===== src/rtl/seq_pkg.sv =====
// seq_pkg: shared defaults, types and helpers for the programmable
// sequence detector family.
package seq_pkg;

  localparam int          DEF_PAT_MAX     = 8;
  localparam logic [31:0] DEF_RST_PATTERN = 32'b0000_0110;
  localparam int          DEF_RST_LEN     = 3;
  localparam int          DEF_CNT_W       = 16;

  // Detection mode: whether bits of a matched window may start the next match.
  typedef enum logic {
    MODE_NONOVERLAP = 1'b0,
    MODE_OVERLAP    = 1'b1
  } overlapMode_e;

  // Width needed to hold a pattern length from 0 up to patMax inclusive.
  function automatic int lenWidth(input int patMax);
    return $clog2(patMax + 1);
  endfunction

endpackage


===== src/rtl/seq_window_cmp.sv =====
// seq_window_cmp: combinational masked compare of the newest len bits of
// {hist, bit} against the low len bits of the programmed pattern.
module seq_window_cmp
  import seq_pkg::*;
#(
  parameter int PAT_MAX = DEF_PAT_MAX,
  parameter int LEN_W   = lenWidth(PAT_MAX)
) (
  input  logic [PAT_MAX-2:0] hist_i,
  input  logic               bit_i,
  input  logic [PAT_MAX-1:0] pattern_i,
  input  logic [LEN_W-1:0]   len_i,
  output logic               eq_o
);

  logic [PAT_MAX-1:0] window;
  logic [PAT_MAX-1:0] mask;

  // Keep only the newest len bits, then require them all to equal the pattern.
  always_comb begin
    window = {hist_i, bit_i};
    mask   = '0;
    for (int i = 0; i < PAT_MAX; i++) begin
      mask[i] = (i < int'(len_i));
    end
    eq_o = (((window ^ pattern_i) & mask) == '0);
  end

endmodule


===== src/rtl/seq_detect_prog.sv =====
// seq_detect_prog: runtime-programmable serial pattern detector with
// Mealy (combinational) and Moore (registered) match outputs.
// Define SEQDET_CNT_EN to add the saturating match_cnt output.
module seq_detect_prog
  import seq_pkg::*;
#(
  parameter int                 PAT_MAX     = DEF_PAT_MAX,
  parameter logic [PAT_MAX-1:0] RST_PATTERN = PAT_MAX'(DEF_RST_PATTERN),
  parameter int                 RST_LEN     = DEF_RST_LEN,
  parameter int                 CNT_W       = DEF_CNT_W
) (
  input  logic                         clk,
  input  logic                         rst_n,
  input  logic                         in_valid,
  input  logic                         in,
  input  logic                         cfg_load,
  input  logic [PAT_MAX-1:0]           cfg_pattern,
  input  logic [lenWidth(PAT_MAX)-1:0] cfg_len,
  input  logic                         cfg_overlap,
  output logic                         y_mealy,
  output logic                         y_moore,
  output logic                         cfg_err
`ifdef SEQDET_CNT_EN
  ,
  output logic [CNT_W-1:0]             match_cnt
`endif
);

  localparam int               LEN_W    = lenWidth(PAT_MAX);
  localparam logic [LEN_W-1:0] FILL_MAX = LEN_W'(PAT_MAX - 1);
  localparam logic [LEN_W-1:0] LEN_MAX  = LEN_W'(PAT_MAX);

  logic [PAT_MAX-2:0] hist_q, hist_d;
  logic [LEN_W-1:0]   fill_q, fill_d;
  logic [PAT_MAX-1:0] pattern_q, pattern_d;
  logic [LEN_W-1:0]   len_q, len_d;
  overlapMode_e       overlap_q, overlap_d;
  logic               y_moore_q;
  logic               cfg_err_q;

  logic               cfgLenOk;
  logic               loadAccept;
  logic               loadReject;
  logic               windowEq;
  logic               windowFilled;
  logic               match;
  logic [PAT_MAX-1:0] window;

  seq_window_cmp #(
    .PAT_MAX (PAT_MAX),
    .LEN_W   (LEN_W)
  ) u_window_cmp (
    .hist_i    (hist_q),
    .bit_i     (in),
    .pattern_i (pattern_q),
    .len_i     (len_q),
    .eq_o      (windowEq)
  );

  // Qualify the raw window compare: enough history, a valid bit, no accepted load, not in reset.
  always_comb begin
    cfgLenOk     = (cfg_len != '0) && (cfg_len <= LEN_MAX);
    loadAccept   = cfg_load & cfgLenOk;
    loadReject   = cfg_load & ~cfgLenOk;
    window       = {hist_q, in};
    windowFilled = (fill_q >= (len_q - LEN_W'(1)));
    match        = rst_n & in_valid & ~loadAccept & windowFilled & windowEq;
  end

  // Next state: an accepted load swaps the configuration and empties the window, otherwise valid bits shift in.
  always_comb begin
    hist_d    = hist_q;
    fill_d    = fill_q;
    pattern_d = pattern_q;
    len_d     = len_q;
    overlap_d = overlap_q;
    if (loadAccept) begin
      pattern_d = cfg_pattern;
      len_d     = cfg_len;
      overlap_d = cfg_overlap ? MODE_OVERLAP : MODE_NONOVERLAP;
      fill_d    = '0;
    end else if (in_valid) begin
      hist_d = window[PAT_MAX-2:0];
      if (match && (overlap_q == MODE_NONOVERLAP)) begin
        fill_d = '0;
      end else if (fill_q != FILL_MAX) begin
        fill_d = fill_q + LEN_W'(1);
      end
    end
  end

  // Register detector state and the one-cycle Moore and error pulses.
  always_ff @(posedge clk or negedge rst_n) begin
    if (!rst_n) begin
      hist_q    <= '0;
      fill_q    <= '0;
      pattern_q <= RST_PATTERN;
      len_q     <= LEN_W'(RST_LEN);
      overlap_q <= MODE_OVERLAP;
      y_moore_q <= 1'b0;
      cfg_err_q <= 1'b0;
    end else begin
      hist_q    <= hist_d;
      fill_q    <= fill_d;
      pattern_q <= pattern_d;
      len_q     <= len_d;
      overlap_q <= overlap_d;
      y_moore_q <= match;
      cfg_err_q <= loadReject;
    end
  end

  assign y_mealy = match;
  assign y_moore = y_moore_q;
  assign cfg_err = cfg_err_q;

`ifdef SEQDET_CNT_EN
  logic [CNT_W-1:0] cnt_q, cnt_d;

  // Count matches, holding at all-ones; configuration loads never touch it.
  always_comb begin
    cnt_d = cnt_q;
    if (match && (cnt_q != '1)) begin
      cnt_d = cnt_q + CNT_W'(1);
    end
  end

  // Match counter register, cleared only by reset.
  always_ff @(posedge clk or negedge rst_n) begin
    if (!rst_n) begin
      cnt_q <= '0;
    end else begin
      cnt_q <= cnt_d;
    end
  end

  assign match_cnt = cnt_q;
`else
  // CNT_W only sizes the optional counter; fold it into a sink so the parameter stays referenced.
  logic unusedCntW;
  assign unusedCntW = ^CNT_W;
`endif

endmodule

===== config.mk =====
export PLATFORM = sky130hd
export DESIGN_NAME = seq_detect_prog
export DESIGN_NICKNAME = d
export VERILOG_FILES = /design/src/rtl/seq_pkg.sv /design/src/rtl/seq_window_cmp.sv /design/src/rtl/seq_detect_prog.sv
export SDC_FILE = /design/constraint.sdc
export NUM_CORES = 1
export LEC_CHECK = 0
export BUFFER_PORTS_ARGS = -buffer_cell sky130_fd_sc_hd__buf_2
export CELL_PAD_IN_SITES_DETAIL_PLACEMENT = 1
export CELL_PAD_IN_SITES_GLOBAL_PLACEMENT = 2
export CORE_AREA = 2 2 64 66
export DETAILED_ROUTE_END_ITERATION = 8
export DIE_AREA = 0 0 66 68
export PLACE_DENSITY_LB_ADDON = 0.1
export SYNTH_ARGS = -nofsm -noshare
export SYNTH_HDL_FRONTEND = slang
export SYNTH_SLANG_ARGS = --single-unit

===== constraint.sdc =====
create_clock -name clk -period 4.69 [get_ports clk]
set_input_delay 0.2345 -clock clk [delete_from_list [all_inputs] [get_ports clk]]
set_output_delay 0.2345 -clock clk [all_outputs]
set_load 0.02 [all_outputs]

==> metrics list, run 1 <==
* H-tree Lvls: 1
* Crit end category: output pin
* Detailed-routing iteration count for the pre-antenna-repair pass: 4
- The largest individual stage delay along the critical path comes from the cell dfstp_2.
- The floorplan step defined a die boundary enclosing 4490 sq um.
- Power spread over the standard cell area amounts to 426 nW/um^2.
- After synthesis the netlist holds a flip-flop and latch count of 26.
- Across all layers, the routed design uses 1014 vias.
* Worst hold-check path type: input pin to flip-flop
- For the worst setup path, the data required time is 4.46 ns.
* Total routing resource utilization after global routing: 0.149
- The flow ran to the end, and the final reports show no timing, DRC or antenna violations.
* Final wirelength: 3.07 mm
- Input and output buffers added on the ports amount to 20.
- Total CTS buffers: 3
- The share of the synthesized area in compound gates (AO/OA/AOI/OAI) was 0.0974.
- Number of gates resized after CTS: 0
- Setup slack of the most critical reg-to-reg path: 2.41 ns
- Worst setup slack before clock tree synthesis: 2.23 ns
- Of the cells placed in the final design, the portion with a size suffix greater than 1 is 0.351.
- Initial antenna violation count: 0
* Top achievable clock speed: 369 MHz
- A synthesized cell averages 11.5 sq um.
- Origin of the worst min-delay path: cfg_pattern[3]
- For this configuration, the core starts out at a cell density of 0.380.
- The smallest clock period supported by the final layout is computed as 2.71 ns.
* Global-route wire length before repair: 5.09 mm
* Most common cell after layout, fill and taps aside: dfrtp_1
- Pin placement for this block handled 21 I/O pins.
- The die is 66 um wide.
- For the final routed database, the setup TNS stands at 0 ns.
- Ratio of final minimum period to clock period: 0.578
- Clock Skew: 0.00495 ns
* Share of synthesized registers carrying an async set or reset: 1.00
- For this run, the number of Yosys warnings is 0.
- Max-cap violations in this run came to 0.
- Of the total synthesized cell area, the portion taken by AND, OR, NAND and NOR gates is 0.151.
- RSZ-0062 raised after global routing: no
- When the netlist entered floorplanning its net count stood at 153.
- At the later pin of the worst-skew pair, clock insertion delay measures 0.27 ns.
* Starting DRT DRC Count: 39
- 0 antenna diodes ended up in the layout.
- The final hold violation count came to 0.
* Average wire per cell in the routed design: 15.5 um
* Synth Instances: 127
- For this run, the leading register cell type out of synthesis is dfrtp_1.
- NumNets Final: 175
- Clock tree synthesis selected as its root buffer the cell clkbuf_8.
- Rows: 23
- Critical R2R Capture: fill_q[1]
- Setup violations remaining at the end of the flow were counted as 0.
* Vias in the first global route: 1078
- Count of clock tree sinks: 26
* VDD IR-drop max: 0.166 mV
* Most frequent cells in the layout: dfrtp_1, buf_2, mux2_2
- After detailed routing, the number of vias per cell comes to 5.12.
- Min setup slack post-route: 1.98 ns
- CP Launch Type: flip-flop
- In this run the deepest clock path goes through 2 buffers.
- The worst hold path passes through 2 cells.
* Core region area: 3860 sq um
- Dominant combinational cell family by area after synthesis: simple AND/OR/NAND/NOR gates
* Largest incremental delay on the critical path: 0.58 ns
- Final hold analysis gives a worst-case slack of 0.187 ns.
- FF-to-FF path depth: 9
* Reg2reg start: len_q[0]
- Vertical extent of the die: 68 um
- Counting flops with a built-in enable in the synthesized netlist gives 0.
- The worst setup path is of the flip-flop to output pin kind.
- The max-slew violation count is 0.
* Detail Route Antenna Nets: 0
* Cell area after technology mapping: 1470 sq um
- Walking the worst path, the cells encountered are inv_1 -> ha_1 -> xnor2_1 -> ha_1 -> o21ai_0 -> a21oi_1 -> o211ai_1 -> nor2_1 -> buf_2.
* Data arrival time at the worst-slack endpoint: 2.47 ns
* Sum of overflow across all layers after global routing: 0
- Of the total synthesized cell area, the portion taken by XOR and XNOR cells is 0.0598.
- Share of synthesized area spent on multiplexers: 0.146
- Area added between synthesis and finish: 14.8%
- Placer congestion estimate: 0.672
* Arithmetic-cell share of the synthesized area counting full adders, half adders and majority gates: 0.0683
- Clock transition time at the flip-flop clock pins of the worst setup and hold paths: 0.09 ns
- Detailed placement ended at an HPWL of 2.29 mm.
* Total DRC errors in the routed layout: 0
- Sequential fraction of the synthesis area: 0.448
- The number of different library cells used by synthesis comes to 35.
- Leakage power total: 0.752 nW
- Cell occurring most often along the worst timing path: ha_1
- Worst min-delay path endpoint: pattern_q[3]
- Maximum number of pins on one net before global-route repair: 28
- In this run the worst path has a maximum fanout of 5.
- For the pin with the worst max-slew slack, the measured transition is 0.612 ns.
- Measured against its own limit, the worst slew margin works out to 0.592.
* TritonCTS clock tree: yes
## cell usage after synthesis (2+ instances only)
cell      number  area (sq um)
mux2_2        19           214
nand3_1        2          10.0
clkbuf_1       2          7.51
o221ai_1       2          17.5
nand3b_1       2          15.0
o22ai_1        3          18.8
xor2_1         3          26.3
ha_1           8           100
a21boi_0       2          15.0
inv_1          4          15.0
o21ai_0        5          25.0
nor2_1         5          18.8
nand2b_1       3          18.8
and2_1         2          12.5
xnor2_1        7          61.3
dfstp_2        5           131
nor3_1         4          20.0
a21oi_1        4          20.0
nand2_1        6          22.5
dfrtp_1       21           526
nor3b_1        4          30.0
## layer usage
metal,global-route usage,share of wire
met1,0.191,0.46
met2,0.266,0.51
met3,0.0197,0.029
met4,0.0383,0.0062
met5,0,0
## how the worst max path moves through the flow
| stage | startpoint | cells past startpoint | end | slack (ns) |
|---|---|---|---|---|
| after floorplan | len_q[0] | 8 | y_mealy | 2.58 |
| after global placement | len_q[0] | 9 | y_mealy | 2.33 |
| after detailed placement | len_q[0] | 9 | y_mealy | 2.23 |
| after CTS | len_q[0] | 9 | y_mealy | 1.91 |
| after global routing | len_q[0] | 9 | y_mealy | 1.76 |
| final | len_q[0] | 9 | y_mealy | 1.98 |
## kinds of logic after synthesis
| logic type | Yosys count |
|---|---|
| AO/OA/AOI/OAI | 22 |
| XOR/XNOR | 10 |
| adder cells (fa/ha/maj) | 8 |
| buffers and inverters | 8 |
| flip-flops | 26 |
| multiplexers | 19 |
| AND/OR/NAND/NOR | 34 |
## sequential cells by signal (all words and copies together), names as in the netlist
register   cells
fill_q         4
hist_q         7
len_q          4
overlap_q      1
pattern_q      8
cfg_err        1
y_moore        1
## power breakdown
group / internal [mW] / switching, mW / leakage (nW) / total [mW]
registers: 0.280 / 0.0539 / 0.310 / 0.334
logic: 0.107 / 0.0909 / 0.406 / 0.198
clock network: 0.114 / 0.0712 / 0.0357 / 0.185
total: 0.501 / 0.216 / 0.752 / 0.717
## repair_timing
item | CTS | global route
hold endpoints to repair | 21 | 0
setup buffers | 0 | 0
setup endpoints to repair | 0 | 0
hold buffers | 1 | 0
## per-stage QoR
stage / util / total power, mW / area (sq um) / std cells
floorplan: - / 0.475 / 1470 / 127
global placement: 0.415 / 0.525 / 1600 / 193
detailed placement: 0.415 / 0.538 / 1600 / 193
CTS: 0.436 / 0.729 / 1680 / 198
global route: 0.436 / 0.768 / 1680 / 198
finish: 0.436 / 0.717 / 1680 / 198
## final cells by class
class | count | area, sq um
fill | 461 | 2170
multi-input combinational | 93 | 766
inverter | 4 | 15.0
clock inverter | 1 | 30.0
timing repair buffer | 21 | 110
sequential | 26 | 657
clock buffer | 3 | 41.3
tap | 50 | 62.6
## worst max-delay path, delay by kind of cell, from the launching register on
family / cells / cell delay, ns
XOR/XNOR: 1 / 0.14
AO/OA/AOI/OAI: 3 / 0.60
buffers and inverters: 2 / 0.24
flip-flops: 1 / 0.58
adder cells (fa/ha/maj): 2 / 0.51
AND/OR/NAND/NOR: 1 / 0.13
(Power assumes the default switching activity.)
==> inputs of run 2 (changes only) <==
--- a/config.mk
+++ b/config.mk
@@ -5,12 +5,13 @@
 export SDC_FILE = /design/constraint.sdc
 export NUM_CORES = 1
 export LEC_CHECK = 0
+export ABC_AREA = 1
 export BUFFER_PORTS_ARGS = -buffer_cell sky130_fd_sc_hd__buf_2
 export CELL_PAD_IN_SITES_DETAIL_PLACEMENT = 1
 export CELL_PAD_IN_SITES_GLOBAL_PLACEMENT = 2
-export CORE_AREA = 2 2 64 66
+export CORE_AREA = 2 2 74 76
 export DETAILED_ROUTE_END_ITERATION = 8
-export DIE_AREA = 0 0 66 68
+export DIE_AREA = 0 0 76 78
 export PLACE_DENSITY_LB_ADDON = 0.1
 export SYNTH_ARGS = -nofsm -noshare
 export SYNTH_HDL_FRONTEND = slang
==> constraint.sdc (replaced) <==
create_clock -name clk -period 2.65 [get_ports clk]
set_input_delay 0.1325 -clock clk [delete_from_list [all_inputs] [get_ports clk]]
set_output_delay 0.1325 -clock clk [all_outputs]
set_load 0.02 [all_outputs]
==> metrics list, run 2 <==
* Synth Register Bits: 26
- TritonCTS clock tree: yes
* Clock network fraction of design power: 0.205
* Area enclosed by the die boundary: 5930 sq um
- In this run the number of H-tree levels came out at 1.
- Data arrival time at the worst-slack endpoint: 2.36 ns
- In the global route stage, overall resource usage came out at 0.140.
- Detailed-routing iteration count for the pre-antenna-repair pass: 4
* Ratio of final minimum period to clock period: 0.939
* Max-slew headroom at the worst pin: 0.747
* Final wirelength: 3.83 mm
- After global routing the overflow that remains totals 0.
- The register with the most flip-flops in the layout has 8 of them.
* Cell count after placement: 300
* VDD IR-drop max: 0.196 mV
- The number of nets handed over by synthesis was 239.
* Largest cells by area after synthesis: dfrtp_1, nand2_1, dfstp_2
* Power per cell area: 648 nW/um^2
- Top cell type's share of synthesized area: 0.331
- The final hold violation count came to 0.
- Worst hold-check path type: input pin to flip-flop
* Worst endpoint required time: 2.52 ns
- Of the total power, registers draw 0.461.
* Crit end category: output pin
- Minimum clock period after layout: 2.49 ns
- Critical Setup Path Class: flip-flop to output pin
- Max Buffers Root-to-Sink: 2
* Library cells used by synthesis: 28
* I/O pin count: 21
- The run finished with clean final reports.
* Final sum of negative setup slack: 0 ns
- Internal power summed over all cells: 0.734 mW
- Count of maximum capacitance violations: 0
* Crit-path max FO: 6
- The number of clock buffers added by TritonCTS is 3.
* Most frequent cells in the layout: nand2_1, inv_1, dfrtp_1
- For this block, the initial DRC count from the detailed router was 57.
* Share of synthesized registers carrying an async set or reset: 1.00
- Total count of max-transition violations in the final report: 0
- Row generation in the floorplan step produced 26 rows.
- The first global-routing pass estimated 6.67 mm of wire.
* Vias in the first global route: 1447
- In this run, post-CTS repair resized a total of 0 instances.
* NumNets Final: 262
- Vertical extent of the die: 78 um
- The share of the Yosys chip area taken by registers is 0.414.
- Post-layout instance count excluding filler cells: 305
* Initial antenna violation count: 0
* Antenna cells: 0
* Warnings, synthesis: 0
* Synth Instances: 213
- The share of total power dissipated in combinational logic is 0.334.
- Number of synthesized flops with an enable pin: 0
- In this run the standard cell core region covers 5040 sq um.
- Most common cell after layout, fill and taps aside: nand2_1
* Average cell area after synthesis: 7.44 sq um
- After clock tree synthesis, the clock-pin slew on the worst setup and hold paths is 0.09 ns.
* RSZ-0062 raised after global routing: no
- The analysis attributes to net switching a power of 0.435 mW.
- Die span in x: 76 um
- Placer congestion estimate: 0.808
- The worst setup path is launched from a flip-flop.
- Counting every sink on the clock net gives 26.
- Of the total power, the share spent switching nets is 0.372.
* Worst hold slack after final layout: 0.0514 ns
- Fraction of layout instances using a drive strength above 1: 0.204
* Clock Skew: 0.00367 ns
- More flip-flops sit in one register than any other, and that register is pattern_q.
- Total DRC errors in the routed layout: 0
* Regs by FF count: pattern_q: 8 flops, hist_q: 7 flops
* # port buffers: 20
- Via count: 1347
- Average wire per cell in the routed design: 12.6 um
- Clock insertion delay at the later pin of the skew report: 0.27 ns
- Summed over all cells, the static leakage comes to 0.950 nW.
* Detail Route Antenna Nets: 0
- CTS placed an instance of clkbuf_8 at the clock tree root.
* HPWL reported at the end of detailed placement: 2.93 mm
- Via/cell ratio: 4.42
* Initial cell density of the core: 0.314
* Maximum number of pins on one net before global-route repair: 28
* Cell area after technology mapping: 1590 sq um
- By count the netlist is led by nand2_1, inv_1, dfrtp_1.
- Number of setup violations in the final report: 0
- For the pin with the worst max-slew slack, the measured transition is 0.380 ns.
- Relative to the synthesized area, the layout overhead comes to 13.7%.
- Top achievable clock speed: 402 MHz
- Most frequent cell after synthesis: nand2_1
- Top FF cell, synth: dfrtp_1
- Cell type with the largest total area after synthesis: dfrtp_1
## run 2: worst max-delay path, stage by stage, from the launching register on
cell and delay [ns]:
dfstp_2 0.56, inv_1 0.09, ha_1 0.26, xnor2_1 0.14, ha_1 0.28, nand2_1 0.06, inv_2 0.05, nand3_1 0.05
nand3_1 0.11, nand3_2 0.09, nor2_4 0.19, buf_2 0.19
## run 2: per-stage QoR
stage | area (sq um) | worst slack [ns] | total power [mW] | utilization
after floorplan | 1590 | 0.538 | 0.832 | -
after global placement | 1750 | 0.445 | 0.923 | 0.347
after detailed placement | 1750 | 0.374 | 0.942 | 0.347
after CTS | 1800 | 0.142 | 1.19 | 0.358
after global routing | 1800 | 0.0000138 | 1.28 | 0.358
final | 1800 | 0.162 | 1.17 | 0.358
## run 2: kinds of logic (layout without fill, tap and decap cells)
logic type / after synthesis / after routing / synth area share
XOR/XNOR: 3 / 3 / 0.0166
flip-flops: 26 / 26 / 0.414
AND/OR/NAND/NOR: 108 / 108 / 0.302
adder cells (fa/ha/maj): 8 / 8 / 0.0631
AO/OA/AOI/OAI: 29 / 29 / 0.0979
buffers and inverters: 39 / 61 / 0.107
## run 2: layout make-up
class | count | area, sq um
Sequential cell | 26 | 657
Multi-Input combinational cell | 148 | 759
Timing Repair Buffer | 23 | 125
Inverter | 34 | 129
Clock buffer | 4 | 45.0
Tap cell | 70 | 87.6
Fill cell | 633 | 3240
## run 2: path summary, 6_finish.rpt
path	from	to	slack [ns]	cells past startpoint
worst max-delay path	len_q[0]	y_mealy	0.16	11
worst min-delay path	cfg_pattern[7]	pattern_q[7]	0.05	3
worst max register to register	len_q[0]	fill_q[1]	0.37	15
worst min register to register	pattern_q[1]	pattern_q[1]	0.50	2
max in group asynchronous	rst_n	overlap_q	1.94	3
min in group asynchronous	rst_n	hist_q[1]	0.39	3
## run 2: repair_timing
item	4_1_cts	5_1_grt
setup endpoints to repair	0	0
buffers inserted	0	0
hold buffers	1	0
hold endpoints to repair	21	0
## run 2: power groups by stage
stage | clock, mW | combinational [mW] | sequential (mW)
after floorplan | 0 | 0.310 | 0.522
after global placement | 0 | 0.379 | 0.544
after detailed placement | 0 | 0.396 | 0.547
after CTS | 0.250 | 0.401 | 0.539
after global routing | 0.265 | 0.462 | 0.551
final | 0.239 | 0.390 | 0.539
## run 2: per-layer routing
metal,global-route usage,vias up,routed length (um)
met4,0.0527,0,65
met2,0.246,17,1800
met5,0,-,0
met3,0.0186,7,80
met1,0.175,623,1880
li1,-,700,-
